### config.mk
export PLATFORM = sky130hd
export DESIGN_NAME = i2c_register_sequencer
export DESIGN_NICKNAME = d
export VERILOG_FILES = /design/src/rtl/i2c_register_sequencer.sv
export SDC_FILE = /design/constraint.sdc
export NUM_CORES = 1
export LEC_CHECK = 0
export ABC_AREA = 1
export CELL_PAD_IN_SITES_DETAIL_PLACEMENT = 1
export CELL_PAD_IN_SITES_GLOBAL_PLACEMENT = 2
export CORE_ASPECT_RATIO = 0.8
export CORE_MARGIN = 2
export CORE_UTILIZATION = 33
export DETAILED_ROUTE_END_ITERATION = 10
export GPL_TIMING_DRIVEN = 0
export PLACE_DENSITY_LB_ADDON = 0.1
export SYNTH_ARGS = -nofsm -noshare
export SYNTH_HDL_FRONTEND = slang
export SYNTH_SLANG_ARGS = --single-unit
### constraint.sdc
create_clock -name clk -period 5.4 [get_ports clk]
set_input_delay 1.08 -clock clk [delete_from_list [all_inputs] [get_ports clk]]
set_output_delay 1.08 -clock clk [all_outputs]
set_load 0.005 [all_outputs]
### src/rtl/i2c_register_sequencer.sv
// Sequences one I2C register write or read (1-4 bytes) through the bus arbiter and transceiver.
// Optional per-operation watchdog: define I2C_SEQUENCER_TIMEOUT_EN.
package i2c_sequencer_pkg;
    typedef struct packed {
        logic       tx_start;
        logic       tx_restart;
        logic       tx_stop;
        logic       tx_en;
        logic [7:0] tx_data;
        logic       rx_en;
        logic       rx_ack;
    } i2c_in_t;

    typedef struct packed {
        logic       tx_done;
        logic       tx_ack;
        logic       rx_rdy;
        logic [7:0] rx_out;
    } i2c_out_t;
endpackage

module i2c_register_sequencer
    import i2c_sequencer_pkg::*;
#(
    parameter int unsigned TIMEOUT_CYCLES = 100000
) (
    input  logic        clk,
    input  logic        rst_n,
    input  logic        cmd_en,
    output logic        cmd_ready,
    input  logic        cmd_write,
    input  logic [7:0]  cmd_dev_addr,
    input  logic [7:0]  cmd_reg,
    input  logic [2:0]  cmd_len,
    input  logic [31:0] cmd_wdata,
    output logic        rsp_valid,
    output logic [31:0] rsp_rdata,
    output logic [1:0]  rsp_status,
    output logic        arb_request,
    input  logic        arb_ack,
    output logic        arb_done,
    output i2c_in_t     txvr_cin,
    input  i2c_out_t    txvr_cout
);

    typedef enum logic [3:0] {
        S_IDLE, S_ARB, S_ADDR_W, S_PTR, S_WDATA, S_RESTART_R, S_RDATA, S_STOP, S_DONE
    } state_t;

    localparam logic [1:0] ST_OK      = 2'd0;
    localparam logic [1:0] ST_ADDR_NAK = 2'd1;
    localparam logic [1:0] ST_DATA_NAK = 2'd2;
    localparam logic [1:0] ST_TIMEOUT = 2'd3;

    state_t      state_q, state_d;
    logic        first_q;
    logic        reenter, dec, shift, accept, tmo;
    logic [2:0]  cnt_q, len_eff;
    logic [1:0]  st_q, st_d;
    logic        write_q;
    logic [6:0]  dev_q;
    logic [7:0]  reg_q, wr_byte;
    logic [31:0] wdata_q, rdata_q;
    logic        unused_dev_lsb;

    assign unused_dev_lsb = cmd_dev_addr[0];
    assign accept         = (state_q == S_IDLE) && cmd_en;

    always_comb begin
        len_eff = (cmd_len > 3'd4) ? 3'd4 : cmd_len;
        if (!cmd_write && len_eff == 3'd0) len_eff = 3'd1;
    end

    // Write bytes go out MSB first, so the remaining count selects the byte lane.
    always_comb begin
        case (cnt_q)
            3'd1:    wr_byte = wdata_q[7:0];
            3'd2:    wr_byte = wdata_q[15:8];
            3'd3:    wr_byte = wdata_q[23:16];
            default: wr_byte = wdata_q[31:24];
        endcase
    end

`ifdef I2C_SEQUENCER_TIMEOUT_EN
    logic [31:0] tmo_cnt_q;

    // Counts cycles since the last strobe; the strobe cycle itself never times out.
    always_ff @(posedge clk or negedge rst_n) begin
        if (!rst_n)        tmo_cnt_q <= '0;
        else if (first_q)  tmo_cnt_q <= 32'd1;
        else if (!tmo)     tmo_cnt_q <= tmo_cnt_q + 32'd1;
    end

    assign tmo = !first_q && (tmo_cnt_q >= TIMEOUT_CYCLES);
`else
    logic [31:0] unused_timeout;
    assign unused_timeout = TIMEOUT_CYCLES;
    assign tmo            = 1'b0;
`endif

    always_comb begin
        state_d     = state_q;
        st_d        = st_q;
        reenter     = 1'b0;
        dec         = 1'b0;
        shift       = 1'b0;
        cmd_ready   = 1'b0;
        arb_request = 1'b0;
        arb_done    = 1'b0;
        rsp_valid   = 1'b0;
        txvr_cin    = '0;
        case (state_q)
            S_IDLE: begin
                cmd_ready = 1'b1;
                if (cmd_en) state_d = S_ARB;
            end
            S_ARB: begin
                arb_request = first_q;
                if (arb_ack) state_d = S_ADDR_W;
            end
            S_ADDR_W: begin
                if (first_q) begin
                    txvr_cin.tx_start = 1'b1;
                    txvr_cin.tx_en    = 1'b1;
                    txvr_cin.tx_data  = {dev_q, 1'b0};
                end
                if (txvr_cout.tx_done) begin
                    if (!txvr_cout.tx_ack) begin
                        state_d = S_STOP;
                        st_d    = ST_ADDR_NAK;
                    end else begin
                        state_d = S_PTR;
                    end
                end else if (tmo) begin
                    state_d = S_STOP;
                    st_d    = ST_TIMEOUT;
                end
            end
            S_PTR: begin
                if (first_q) begin
                    txvr_cin.tx_en   = 1'b1;
                    txvr_cin.tx_data = reg_q;
                end
                if (txvr_cout.tx_done) begin
                    if (!txvr_cout.tx_ack) begin
                        state_d = S_STOP;
                        st_d    = ST_DATA_NAK;
                    end else if (!write_q) begin
                        state_d = S_RESTART_R;
                    end else if (cnt_q == 3'd0) begin
                        state_d = S_STOP;
                    end else begin
                        state_d = S_WDATA;
                    end
                end else if (tmo) begin
                    state_d = S_STOP;
                    st_d    = ST_TIMEOUT;
                end
            end
            S_WDATA: begin
                if (first_q) begin
                    txvr_cin.tx_en   = 1'b1;
                    txvr_cin.tx_data = wr_byte;
                end
                if (txvr_cout.tx_done) begin
                    if (!txvr_cout.tx_ack) begin
                        state_d = S_STOP;
                        st_d    = ST_DATA_NAK;
                    end else if (cnt_q == 3'd1) begin
                        state_d = S_STOP;
                    end else begin
                        dec     = 1'b1;
                        reenter = 1'b1;
                    end
                end else if (tmo) begin
                    state_d = S_STOP;
                    st_d    = ST_TIMEOUT;
                end
            end
            S_RESTART_R: begin
                if (first_q) begin
                    txvr_cin.tx_restart = 1'b1;
                    txvr_cin.tx_en      = 1'b1;
                    txvr_cin.tx_data    = {dev_q, 1'b1};
                end
                if (txvr_cout.tx_done) begin
                    if (!txvr_cout.tx_ack) begin
                        state_d = S_STOP;
                        st_d    = ST_ADDR_NAK;
                    end else begin
                        state_d = S_RDATA;
                    end
                end else if (tmo) begin
                    state_d = S_STOP;
                    st_d    = ST_TIMEOUT;
                end
            end
            S_RDATA: begin
                if (first_q) begin
                    txvr_cin.rx_en  = 1'b1;
                    txvr_cin.rx_ack = (cnt_q != 3'd1);
                end
                if (txvr_cout.rx_rdy) begin
                    shift = 1'b1;
                    if (cnt_q == 3'd1) begin
                        state_d = S_STOP;
                    end else begin
                        dec     = 1'b1;
                        reenter = 1'b1;
                    end
                end else if (tmo) begin
                    state_d = S_STOP;
                    st_d    = ST_TIMEOUT;
                end
            end
            S_STOP: begin
                txvr_cin.tx_stop = first_q;
                if (txvr_cout.tx_done) begin
                    state_d = S_DONE;
                end else if (tmo) begin
                    state_d = S_DONE;
                    st_d    = ST_TIMEOUT;
                end
            end
            S_DONE: begin
                rsp_valid = 1'b1;
                arb_done  = 1'b1;
                state_d   = S_IDLE;
            end
            default: state_d = S_IDLE;
        endcase
    end

    always_ff @(posedge clk or negedge rst_n) begin
        if (!rst_n) begin
            state_q    <= S_IDLE;
            first_q    <= 1'b0;
            cnt_q      <= '0;
            st_q       <= ST_OK;
            rsp_rdata  <= '0;
            rsp_status <= ST_OK;
        end else begin
            state_q <= state_d;
            first_q <= (state_d != state_q) || reenter;
            if (accept) begin
                cnt_q <= len_eff;
                st_q  <= ST_OK;
            end else begin
                if (dec) cnt_q <= cnt_q - 3'd1;
                st_q <= st_d;
            end
            if (state_d == S_DONE) begin
                rsp_rdata  <= rdata_q;
                rsp_status <= st_d;
            end
        end
    end

    // Command payload is only meaningful after an accept, so it carries no reset.
    always_ff @(posedge clk) begin
        if (accept) begin
            write_q <= cmd_write;
            dev_q   <= cmd_dev_addr[7:1];
            reg_q   <= cmd_reg;
            wdata_q <= cmd_wdata;
            rdata_q <= '0;
        end else if (shift) begin
            rdata_q <= {rdata_q[23:0], txvr_cout.rx_out};
        end
    end

endmodule

# Yosys cells after proc, flatten, opt, wreduce, memory -nomap -nowiden
# Cells that the tools add are included.
# W data, S select, Z words.
[classes]
n_mux = 48
magnitude_cmp = 1
n_eq_ne = 14
n_addsub = 1
reduce_logical = 10
[op_table]
columns = ["operator", "n"]
rows = [
  ["$mux W4", 10],
  ["$mux W9", 4],
  ["$pmux W9 S4", 1],
  ["$pmux W4 S8", 1],
  ["$pmux W8 S3", 1],
  ["$mux W2", 10],
  ["$eq A4 B3 Y1 const B", 4],
  ["$mux W3", 5],
  ["$mux W1", 14],
  ["$eq A4 B2 Y1 const B", 2],
  ["$eq A4 B4 Y1 const B", 2],
  ["$eq A3 B2 Y1 const B", 2],
  ["$logic_not A3 Y1", 2],
  ["$eq A4 B1 Y1 const B", 1],
  ["$logic_not A4 Y1", 1],
  ["$ne A4 B4 Y1", 1],
  ["$pmux W2 S2", 1],
  ["$reduce_or A2 Y1", 2],
  ["$eq A3 B1 Y1 const B", 1],
  ["$gt A3 B3 Y1 const B", 1],
  ["$ne A3 B1 Y1 const B", 1],
  ["$sub A3 B1 Y3 const B", 1],
  ["$logic_and A1 B1 Y1", 2],
  ["$pmux W1 S2", 1],
  ["3 further kinds", 3],
]
[word_totals]
out_inout_bits = 52
reg_bits = 124
elab_cells = 85

# Longest topological paths before layout
# Gate-level depths: netlist of the first run.
[logic_depth]
word_depth = 8
depth_mapped = 10
ltp_nobuf = 10

# Least setup slack after synthesis of the first run
# OpenSTA, ideal clock, no wires.
[synth_timing]
path_kind = "input to register"
start = "in cmd_en"
end = "reg dev_q[0], enable pin"
setup_ns = 0.404
path_slack_ns = 2.830
arrival_ns = 2.165
required_ns = 4.996
stages = 2
path_cell_list = "nand2_2 -> inv_1"
[synth_between]
elab_chain_cells = 1
[synth_lines]
columns = ["item", "line_no", "text"]
rows = [
  ["from (decl)", "29", "input logic cmd_en,"],
  ["$logic_and A1 B1 Y1", "67", "assign accept = (state_q == S_IDLE) && cmd_en;"],
  ["named net accept", "57", "logic reenter, dec, shift, accept, tmo;"],
  ["to (signal assigned)", "263", "dev_q <= cmd_dev_addr[7:1];"],
  ["to (decl)", "61", "logic [6:0] dev_q;"],
]
# The timed path passes the listed nets, and every way through them passes these cells.
# A chain may end at the register's enable or synchronous reset.

==> out/qor.txt, run 1 <==
CP Class = reg -> out
Multiplexer share of the synthesized area = 0
CP Data Required Time = 4.32 ns
Final nets = 708
Seq/Total Area, Yosys = 0.636
Die H = 114 um
Drt wl/cell = 16.6 um
Rel. slew slack = 0.464
Syn. warnings = 0
P per Cell Area = 583 mW/mm2
Reg-to-Reg Start = state_q[2]$_DFF_PN0_
Tcrit/Tclk final = 0.731
Clock Path Buffers = 2
Synthesized Nets = 570
Total gr overflow = 0
Final setup viols = 0
Syn Inst Count = 498
CP endpoint kind = output port
RSZ-0062 raised after global routing = false
# DRC = 0
Worst Path Buf+Inv = 3
Number of core rows = 40
Placeable Area = 0.0149 mm2
Final Max Tran Viols = 0
Critical Path Slowest Stage Cell = nor2_1
Startpoint types = flop
Switching pwr = 1350 uW
Status = finished, final reports clean
CTS clk-pin slew, worst paths = 0.05 ns
CP max FO = 9
Largest family of logic cells by synthesized area = simple AND/OR/NAND/NOR gates
CTS Sinks = 124
Cell family with most CP delay = simple AND/OR/NAND/NOR gates
Reg2reg path depth = 6
Clk_lat worst skew = 0.42 ns
Simple-gate area share of the yosys netlist = 0.157
Fraction of power consumed by sequential logic = 0.361
Clock root buffer = clkbuf_16
Switch share = 0.327
Adder-Cell Fraction of Synth Area = 0.0125
Compound-cell area share of the yosys netlist = 0.128
Cells along the critical path = inv_1, ha_1, inv_1, nor2_1, nor3_4, nand2_1, nand4_1, nand2_1, a21oi_1, clkdlybuf4s50_1
Number of DRC markers in iteration 0 = 182
Diodes inserted = 0
Fin crit period = 3.95 ns
Avg Cell Area, Syn = 10.1 um2
Final antenna-violating net count = 0
Largest net degree at the start of global routing = 48
CTS tree = built
Synth Area in XOR/XNOR = 0
Leak = 0.00294 uW
Number of distinct library cells after synthesis = 31
Die area = 0.0162 mm2
Crit path depth = 10
Area delta synth->final = 41.4%
Drt total wl = 13900 um
Setup bufs post-CTS = 0
Final core occ = 0.475
Post-Syn Area = 0.00501 mm2
H-tree depth = 4
Combinational power share = 0.344
Int Pwr = 2780 uW
Antenna violations before repair = 0
Min-Delay Path Class = reg -> reg
Clk pwr share = 0.295
R2R Path End = wdata_q[21]$_DFFE_PP_
DR pass1 iterations = 4
Port bufs = 117
CP max stage delay = 0.60 ns
CP endpoint = txvr_cin[7]
Vias in the first global route = 4246
GPL Wtd Cong = 0.809
R2R setup slack = 3.53 ns
Global-route wire length before repair = 22600 um
Via count = 3935
Vias/cell = 4.70
VDD IR-drop max = 308 uV
DP Wirelength = 10400 um
CP startpoint = cnt_q[0]$_DFFE_PN0P_
Starting Density = 0.336
Final hold violations = 0
Worst EP arrival = 2.87 ns
Synth Register Bits = 124
GRT Util Overall = 0.186
Cts repair resizes = 0
Fmax = 253 MHz
Ratio of cells with drive above 1 in the final layout = 0.112
Clock skew = 0.00883 ns
Worst slew pin tran = 0.801 ns
Hold_buf cts = 0
IO Pins = 119
Num CTS Buffers = 17
Die Wd = 142 um
Reported max-cap violation count = 0
Setup TNS = 0 ns
## sequential cells by signal, indices dropped and copies added, names as in the netlist
name and count:
wdata_q 32, first_q 1, rdata_q 32, state_q 4, cnt_q 3, rsp_rdata 32, reg_q 8, st_q 2
write_q 1, dev_q 7, rsp_status 2
## routing by layer
| metal | track usage | wire, um |
|---|---|---|
| met1 | 0.255 | 6970 |
| met2 | 0.289 | 6280 |
| met3 | 0.0473 | 506 |
| met4 | 0.0620 | 128 |
| met5 | 0 | 0 |
## worst register-to-register path, stage by stage, from the launching register on
cell     delay (ns)
dfrtp_1        0.46
nor2_1         0.27
nand2_1        0.11
inv_2          0.07
nand2_2        0.14
inv_2          0.19
buf_12         0.27
## kinds of logic after synthesis
kind of cell / Yosys count
AO/OA/AOI/OAI: 119
adder cells (fa/ha/maj): 5
buffers and inverters: 72
flip-flops: 124
AND/OR/NAND/NOR: 178
## worst min-delay path by stage
stage	from	end	cells after the start	slack, ns
after floorplan	rdata_q[31]$_SDFFE_PP0P_	rdata_q[31]$_SDFFE_PP0P_	2	0.42
after global placement	rdata_q[31]$_SDFFE_PP0P_	rdata_q[31]$_SDFFE_PP0P_	2	0.44
after detailed placement	rdata_q[31]$_SDFFE_PP0P_	rdata_q[31]$_SDFFE_PP0P_	2	0.45
after CTS	rdata_q[31]$_SDFFE_PP0P_	rdata_q[31]$_SDFFE_PP0P_	2	0.46
after global routing	rdata_q[31]$_SDFFE_PP0P_	rdata_q[31]$_SDFFE_PP0P_	2	0.48
final	rdata_q[29]$_SDFFE_PP0P_	rsp_rdata[29]$_DFFE_PN0N_	2	0.46
## synthesized netlist by cell type, drive strengths merged
cell type | number | area [um2]
edfxtp | 48 | 1440
a31oi | 2 | 12.5
dfrtp | 44 | 1100
buf | 17 | 126
nand3 | 15 | 75.1
dfxtp | 32 | 641
a22oi | 7 | 52.6
clkbuf | 4 | 15.0
inv | 51 | 191
nor2 | 25 | 125
nor3 | 5 | 47.5
ha | 5 | 62.6
a21boi | 1 | 7.51
nand4 | 9 | 56.3
nand3b | 1 | 7.51
o21ai | 63 | 330
nand2 | 123 | 477
o211ai | 2 | 15.0
a21oi | 44 | 224
## placed cells by master, fill, tap and decap left out, drive strengths merged
master and instances:
nand2 123, nand3b 1, dfrtp 44, a31oi 2, nor2 25, clkinv 6
clkdlybuf4s50 116, a22oi 7, o211ai 2, nand3 15, edfxtp 48, bufinv 5
clkbuf 23, nand4 9, ha 5, nor3 5, buf 20, clkinvlp 1
inv 52, o21ai 63, a21boi 1, a21oi 44, dfxtp 32
## power groups by stage
stage | logic, uW | registers (uW) | clock network (uW)
floorplan | 745 | 1470 | 0
global placement | 1390 | 1500 | 0
detailed placement | 1430 | 1500 | 0
CTS | 1440 | 1490 | 1250
global route | 1600 | 1530 | 1290
finish | 1420 | 1490 | 1220
## stage by stage
step	hold WS, ns	std cells	area (um2)	power, uW	worst slack (ns)
2_1_floorplan	0.424	498	5010	2220	2.83
3_3_place_gp	0.444	804	6420	2890	1.84
3_5_place_dp	0.450	806	6450	2940	1.80
4_1_cts	0.460	838	7080	4180	1.32
5_1_grt	0.479	838	7080	4420	1.21
6_report	0.464	838	7080	4130	1.45
## area by class of cell
| cell class | instances | area (um2) |
|---|---|---|
| Fill cell | 1654 | 7830 |
| Sequential cell | 124 | 3180 |
| Multi-Input combinational cell | 302 | 1490 |
| Timing Repair Buffer | 119 | 1210 |
| Clock buffer | 19 | 433 |
| Tap cell | 189 | 236 |
| Clock inverter | 13 | 196 |
| Inverter | 51 | 191 |
| Buffer | 21 | 141 |
(Power assumes the default switching activity.)
==> run 2, diff against run 1 <==
--- a/config.mk
+++ b/config.mk
@@ -10,7 +10,7 @@
 export CELL_PAD_IN_SITES_GLOBAL_PLACEMENT = 2
 export CORE_ASPECT_RATIO = 0.8
 export CORE_MARGIN = 2
-export CORE_UTILIZATION = 33
+export CORE_UTILIZATION = 27
 export DETAILED_ROUTE_END_ITERATION = 10
 export GPL_TIMING_DRIVEN = 0
 export PLACE_DENSITY_LB_ADDON = 0.1
==> constraint.sdc (replaced) <==
create_clock -name clk -period 3.4 [get_ports clk]
set_input_delay 0.68 -clock clk [delete_from_list [all_inputs] [get_ports clk]]
set_output_delay 0.68 -clock clk [all_outputs]
set_load 0.005 [all_outputs]
==> out/qor.txt, run 2 (synthesis results as in run 1) <==
Via count = 3943
GRT Util Overall = 0.157
VDD IR-drop max = 381 uV
Ratio of cells with drive above 1 in the final layout = 0.126
CP Data Required Time = 2.72 ns
CTS tree = built
DP Wirelength = 10800 um
Most common cell after layout, fill and taps aside = nand2_1
Fin crit period = 3.24 ns
Fmax = 309 MHz
Register area = 0.00318 mm2
Port bufs = 117
Placeable Area = 0.0182 mm2
CP Class = reg -> out
R2R Path End = wdata_q[9]$_DFFE_PP_
Leak = 0.00294 uW
Startpoint types = flop
IO Pins = 119
Final setup viols = 0
Number of core rows = 44
Clk_lat worst skew = 0.42 ns
Number of DRC markers in iteration 0 = 131
Most frequent cells in the layout = 118 x nand2_1, 115 x clkdlybuf4s50_1, 48 x edfxtp_1
P per Cell Area = 907 mW/mm2
Clock skew = 0.00713 ns
Final nets = 712
Fill cells = 2064
Drt total wl = 14600 um
CTS Sinks = 124
Min-Delay Path Class = in -> async
Antenna violations before repair = 0
Clock root buffer = clkbuf_16
Final hold violations = 0
Tcrit/Tclk final = 0.953
Area of the multi-input gates = 0.00151 mm2
CP max FO = 5
GPL Wtd Cong = 0.792
Die H = 126 um
Clock Path Buffers = 2
Final antenna-violating net count = 0
CP endpoint kind = output port
Final core occ = 0.393
Reg-to-Reg Start = state_q[2]$_DFF_PN0_
Worst slew pin tran = 0.502 ns
Worst EP arrival = 2.56 ns
Reported max-cap violation count = 0
Rel. slew slack = 0.665
Largest net degree at the start of global routing = 41
Vias/cell = 4.47
Reg2reg path depth = 6
Die Wd = 156 um
Area delta synth->final = 42.6%
Setup TNS = 0 ns
Starting Density = 0.276
Diodes inserted = 0
DR pass1 iterations = 4
H-tree depth = 4
# DRC = 0
Global-route wire length before repair = 23200 um
Drt wl/cell = 16.6 um
CTS clk-pin slew, worst paths = 0.06 ns
Vias in the first global route = 4184
Total gr overflow = 0
Status = finished, final reports clean
Final Max Tran Viols = 0
Die area = 0.0197 mm2
Largest regs = rdata_q (32), rsp_rdata (32), wdata_q (32)
Num CTS Buffers = 17
R2R setup slack = 1.48 ns
## run 2: cell types whose count changed in the layout (fill, tap and decap cells not counted), moves of 2 or more
| cell | before | now |
|---|---|---|
| bufinv_16 | 5 | 2 |
| clkinv_4 | 1 | 3 |
| buf_4 | 4 | 8 |
| clkinvlp_4 | 1 | 4 |
| clkinv_1 | 3 | 1 |
| nor2_1 | 20 | 18 |
| nor2_4 | 1 | 3 |
## run 2: repair_timing
item / in CTS / in global routing
endpoints found under the setup margin: 8 / 5
gates resized for setup: 4 / 3
pin swaps: 1 / 2
buffers inserted: 2 / 2
hold buffers: 0 / 0
## run 2: report_power, final
group / total, uW / switching, uW / internal (uW)
Clock: 1770 / 693 / 1080
Sequential: 2380 / 293 / 2080
Combinational: 2320 / 1240 / 1080
Total: 6480 / 2230 / 4250
## run 2: worst max-delay path by stage
stage	startpoint	end	slack, ns	depth (start not counted)
after global routing	cnt_q[1]$_DFFE_PN0P_	txvr_cin[6]	-0.005	11
final	cnt_q[1]$_DFFE_PN0P_	txvr_cin[4]	0.16	11
after CTS	cnt_q[1]$_DFFE_PN0P_	txvr_cin[8]	0.02	11
after global placement	cnt_q[0]$_DFFE_PN0P_	txvr_cin[2]	0.14	10
after detailed placement	cnt_q[0]$_DFFE_PN0P_	txvr_cin[2]	0.13	10
after floorplan	state_q[2]$_DFF_PN0_	dev_q[0]$_DFFE_PP_	1.16	5
## run 2: critical path: stages, from the launching register on
cell,delay [ns]
dfrtp_1,0.39
inv_1,0.10
ha_1,0.20
nand2_2,0.11
inv_1,0.09
nor3_4,0.19
buf_4,0.16
nand2_1,0.05
nand4_1,0.10
nand2_1,0.06
a21oi_1,0.15
clkdlybuf4s50_1,0.53
## run 2: per-layer routing
metal	global-route usage	routed length, um	vias up
met2	0.234	6390	75
li1	-	-	1958
met3	0.0430	597	11
met4	0.0470	151	0
met5	0	0	-
met1	0.223	7490	1899
## run 2: final cells by class
class / count / area share
Clock inverter: 13 / 0.0200
Sequential cell: 124 / 0.446
Buffer: 21 / 0.0201
Multi-Input combinational cell: 302 / 0.211
Inverter: 51 / 0.0268
Tap cell: 230 / 0.0403
Clock buffer: 19 / 0.0606
Timing Repair Buffer: 123 / 0.175
## run 2: through the flow
step	area [um2]	total power [uW]	setup slack (ns)	cells	hold WS [ns]
final	7140	6480	0.161	883	0.144
after global routing	7140	6930	-0.00473	883	0.161
after CTS	7110	6540	0.0244	881	0.141
after detailed placement	6500	4700	0.131	847	0.460
after global placement	6470	4630	0.145	845	0.451
after floorplan	5010	3520	1.16	498	0.384
==> variant 1: new RTL, settings of run 2 <==
The 9 states of `state_t` get a Gray code encoding in 4 bits.
--- a/src/rtl/i2c_register_sequencer.sv
+++ b/src/rtl/i2c_register_sequencer.sv
@@ -46,3 +46,3 @@
     typedef enum logic [3:0] {
-        S_IDLE, S_ARB, S_ADDR_W, S_PTR, S_WDATA, S_RESTART_R, S_RDATA, S_STOP, S_DONE
+        S_IDLE = 4'b0000, S_ARB = 4'b0001, S_ADDR_W = 4'b0011, S_PTR = 4'b0010, S_WDATA = 4'b0110, S_RESTART_R = 4'b0111, S_RDATA = 4'b0101, S_STOP = 4'b0100, S_DONE = 4'b1100
     } state_t;
Behaviour: same outputs for any inputs over 4 cycles, from zero or initial values and one cycle with rst_n low; so few cycles prove little.
==> variant 1 against run 2 <==
- combinational power down 12%
- synthesized area rose by 1.4%
- final area rose by 0.89%
- sequential cell count stayed put
- total power is 4.0% lower
- final cell count rose by 3.9%
- critical path type unchanged
- worst setup slack gained 0.013 ns
- wire length up 6.2%
==> variant 1: results (changes against run 2) <==
outcome: finished clean
leakage power: 2.937 nW (-0.25%)
M3 GR Usage: 3.792% (-0.51 points)
DP Area: 6570 um^2 (+1.0%)
CP arrival: 2.55 ns (about the same)
GRT Total Usage: 16.15% (+0.47 points)
clock buf count: 29 (+10)
grt met2 use: 22.71% (-0.67 points)
Multi-In Gates: 303 (+0.33%)
RePlAce Congestion: 0.8025 (+1.3%)
top post-synthesis cells by count: nand2_1, inv_1, o21ai_0
Syn Inst Count: 514 (+3.2%)
area delta synth->final: 41.94%
global-route wire length before repair: 23910 um (+3.1%)
worst hold slack: 0.2276 ns (+0.08342 ns)
switch share: 34.11% (-0.29 points)
leading cell types by total area after synthesis: edfxtp_1, dfrtp_1, dfxtp_1
final design utilization: 39.43% (+0.11 points)
adder-cell share of the synthesized area: 1.232% (-0.017 points)
Final Non-Filler Cells: 917 (+3.9%)
post-CTS setup buffer count: 1 (-1)
met1 Resource Use GR: 24.11% (+1.9 points)
DR vias/cell: 4.389 (-1.7%)
clk cell area share: 8.403% (+0.35 points)
Flop pwr share: 37.3% (+0.6 points)
compound-cell area share of the yosys netlist: 13.06% (+0.25 points)
buffering overhead: 18.11% (-1.4 points)
routed wl met2: 6501 um (+1.7%)
largest net degree at the start of global routing: 55 (+34%)
fraction of area in multi-input gates: 21.39% (+0.25 points)
syn_nets: 586 (+2.8%)
comb pwr: 2.05 mW (-12%)
Final Critical Period: 3.226 ns (-0.01283 ns)
# resized after CTS: 1 (-3)
register area share after synthesis: 62.69% (-0.86 points)
FILL cells: 2071 (+0.34%)
xor and xnor area share after synthesis: 0.1725% (+0.17 points)
DR iter-0 viols: 172 (+31%)
R2R Setup Slk: 1.41 ns (-0.07 ns)
multi-input logic area: 1541 um^2 (+2.1%)
post-DP HPWL: 11440 um (+5.8%)
Post-Place Cells: 884 (+4.4%)
WL final: 15540 um (+6.2%)
Non-clk bufs: 139 (-3.5%)
met3 routed WL: 659 um (+10%)
Non-clock inverters: 66 (+29%)
CTS max path bufs: 2 (unchanged)
vias in the first global route: 4334 (+3.6%)
layout net count: 723 (+1.5%)
input/output buffers: 116 (-0.85%)
VDD IR max: 323.8 uV (-15%)
Worst-Margin Slew: 0.5015 ns (-0.0006145 ns)
layout cell share with drive strength beyond 1: 10.84% (-1.7 points)
clock skew: 0.008992 ns (+0.001865 ns)
Power per Cell Area: 863.0 nW/um^2 (-4.8%)
## variant 1: changes by cell type in the layout (fill, tap and decap cells not counted), sizes merged, moves of 2 or more
cell,change
a21oi,-4
a22o,+7
a22oi,-7
a31oi,-2
buf,-6
clkbuf,+12
clkinv,-3
clkinvlp,-4
inv,+13
nand2,-14
nand3,+8
nor2,+4
nor3,-2
o21ai,+11
## variant 1: worst paths after layout
check,start,end,cells after the start
worst max-delay path,cnt_q[1],txvr_cin[8],11
worst min-delay path,rst_n,rsp_rdata[14],1
worst max register to register,state_q[3],cnt_q[1],7
worst min register to register,rdata_q[29],rdata_q[29],2
max in group asynchronous,rst_n,rsp_rdata[1],2
min in group clk,rdata_q[29],rdata_q[29],2
## variant 1: worst register-to-register path: stages (launching register included)
cell and delay (ns):
dfrtp_1 0.46, nor2_2 0.33, nand3_4 0.24, clkinv_4 0.43, nand3_1 0.18, o21ai_0 0.11, nand2_1 0.07, o21ai_0 0.08
==> variant 2: new RTL, flow settings as in run 2 <==
Made on the original files. Add a define of `I2C_SEQUENCER_TIMEOUT_EN`.
--- a/src/rtl/i2c_register_sequencer.sv
+++ b/src/rtl/i2c_register_sequencer.sv
@@ -2,2 +2,4 @@
 // Optional per-operation watchdog: define I2C_SEQUENCER_TIMEOUT_EN.
+`define I2C_SEQUENCER_TIMEOUT_EN
+
 package i2c_sequencer_pkg;
Behaviour: same outputs for any inputs over 4 cycles, from zero or initial values and one cycle with rst_n low; that may be too few to reach the edited logic, so the function may still have changed.
==> variant 2 against run 2 <==
- non-clock buffer count increased by 5
- synthesized cell count rose by 40%
- sequential cell count grew 32
- wire length grew 32%
- worst setup slack got worse by 0.028 ns
- total power grew 16%
- final area grew 25%
- synthesized area rose by 33%
- core utilization decreased by 2.5 points
==> variant 2: results (changes against run 2) <==
leading cell types by total area after synthesis: dfrtp_1, edfxtp_1, dfxtp_1
leakage power: 3.773 nW (+28%)
RePlAce Congestion: 0.7808 (-1.5%)
post-DP HPWL: 14400 um (+33%)
DR iter-0 viols: 218 (+66%)
Setup crit end: txvr_cin[3]
multi-input logic area: 2191 um^2 (+45%)
layout net count: 915 (+29%)
VDD IR max: 370.9 uV (-2.5%)
Post-Place Cells: 1135 (+34%)
register area share after synthesis: 59.82% (-3.7 points)
R2R Setup Slk: 1.14 ns (-0.34 ns)
top post-synthesis cells by count: nand2_1, inv_1, dfrtp_1
max_slew headroom: 55.04% (-11 points)
Mapped Avg Cell Area: 9.542 um^2 (-5.1%)
global-route wire length before repair: 31320 um (+35%)
grt met2 use: 23.47% (+0.099 points)
vias: 5271 (+34%)
CP max FO: 6 (+1)
FILL cells: 2768 (+34%)
met1 wire length: 10230 um (+37%)
ys flop type: dfrtp_1
pre-CTS WS: -0.05933 ns (-0.1908 ns)
async set or reset register ratio after synthesis: 48.72% (+13 points)
Yosys cell types: 48 (+55%)
DRT Pass-1 Iters: 6 (+2)
largest net degree at the start of global routing: 46 (+12%)
worst hold slack: 0.2013 ns (+0.05714 ns)
reg-to-reg critical path endpoint: cnt_q[1]
outcome: finished clean
Final Non-Filler Cells: 1172 (+33%)
met3 routed WL: 436 um (-27%)
layout cell share with drive strength beyond 1: 12.30% (-0.26 points)
cells on worst reg2reg path: 9 (+3)
# resized after CTS: 12 (+8)
DP Area: 8274 um^2 (+27%)
routed wl met2: 8474 um (+33%)
post-CTS setup buffer count: 5 (+3)
worst setup path start: cnt_q[0]
fmax: 0.3061 GHz (-0.86%)
[variant 2: cell families after synthesis]
logic type	Yosys count	share of synthesized area, %
adders and majority gates	7	1.315
AOI/OAI and AO/OA	164	14.11
DFF	156	59.82
buffers and inverters	118	7.721
xor gates and xnor gates	2	0.2631
and+or+nand+nor	251	16.78
[variant 2: cell type report]
class                   count  share of cell area (%)
flip-flops and latches    156                   44.45
multi-input cells         424                   24.45
repair buffers            125                   14.21
clock buffers              17                   4.747
well taps                 318                   4.439
inverters                  93                   3.993
plain buffers              24                   1.885
clock inverters            15                   1.829
[variant 2: critical path: cells and delay by family (launching register included)]
| kind | cells | cell delay (ns) |
|---|---|---|
| adders and majority gates | 1 | 0.18 |
| DFF | 1 | 0.41 |
| AOI/OAI and AO/OA | 1 | 0.17 |
| and+or+nand+nor | 5 | 0.48 |
| buffers and inverters | 4 | 0.92 |
[variant 2: report_power, final]
part           internal [mW]  switching [mW]  total, mW
logic                   1.23            1.57       2.81
registers               2.49           0.308       2.80
clock network          0.990           0.915       1.91
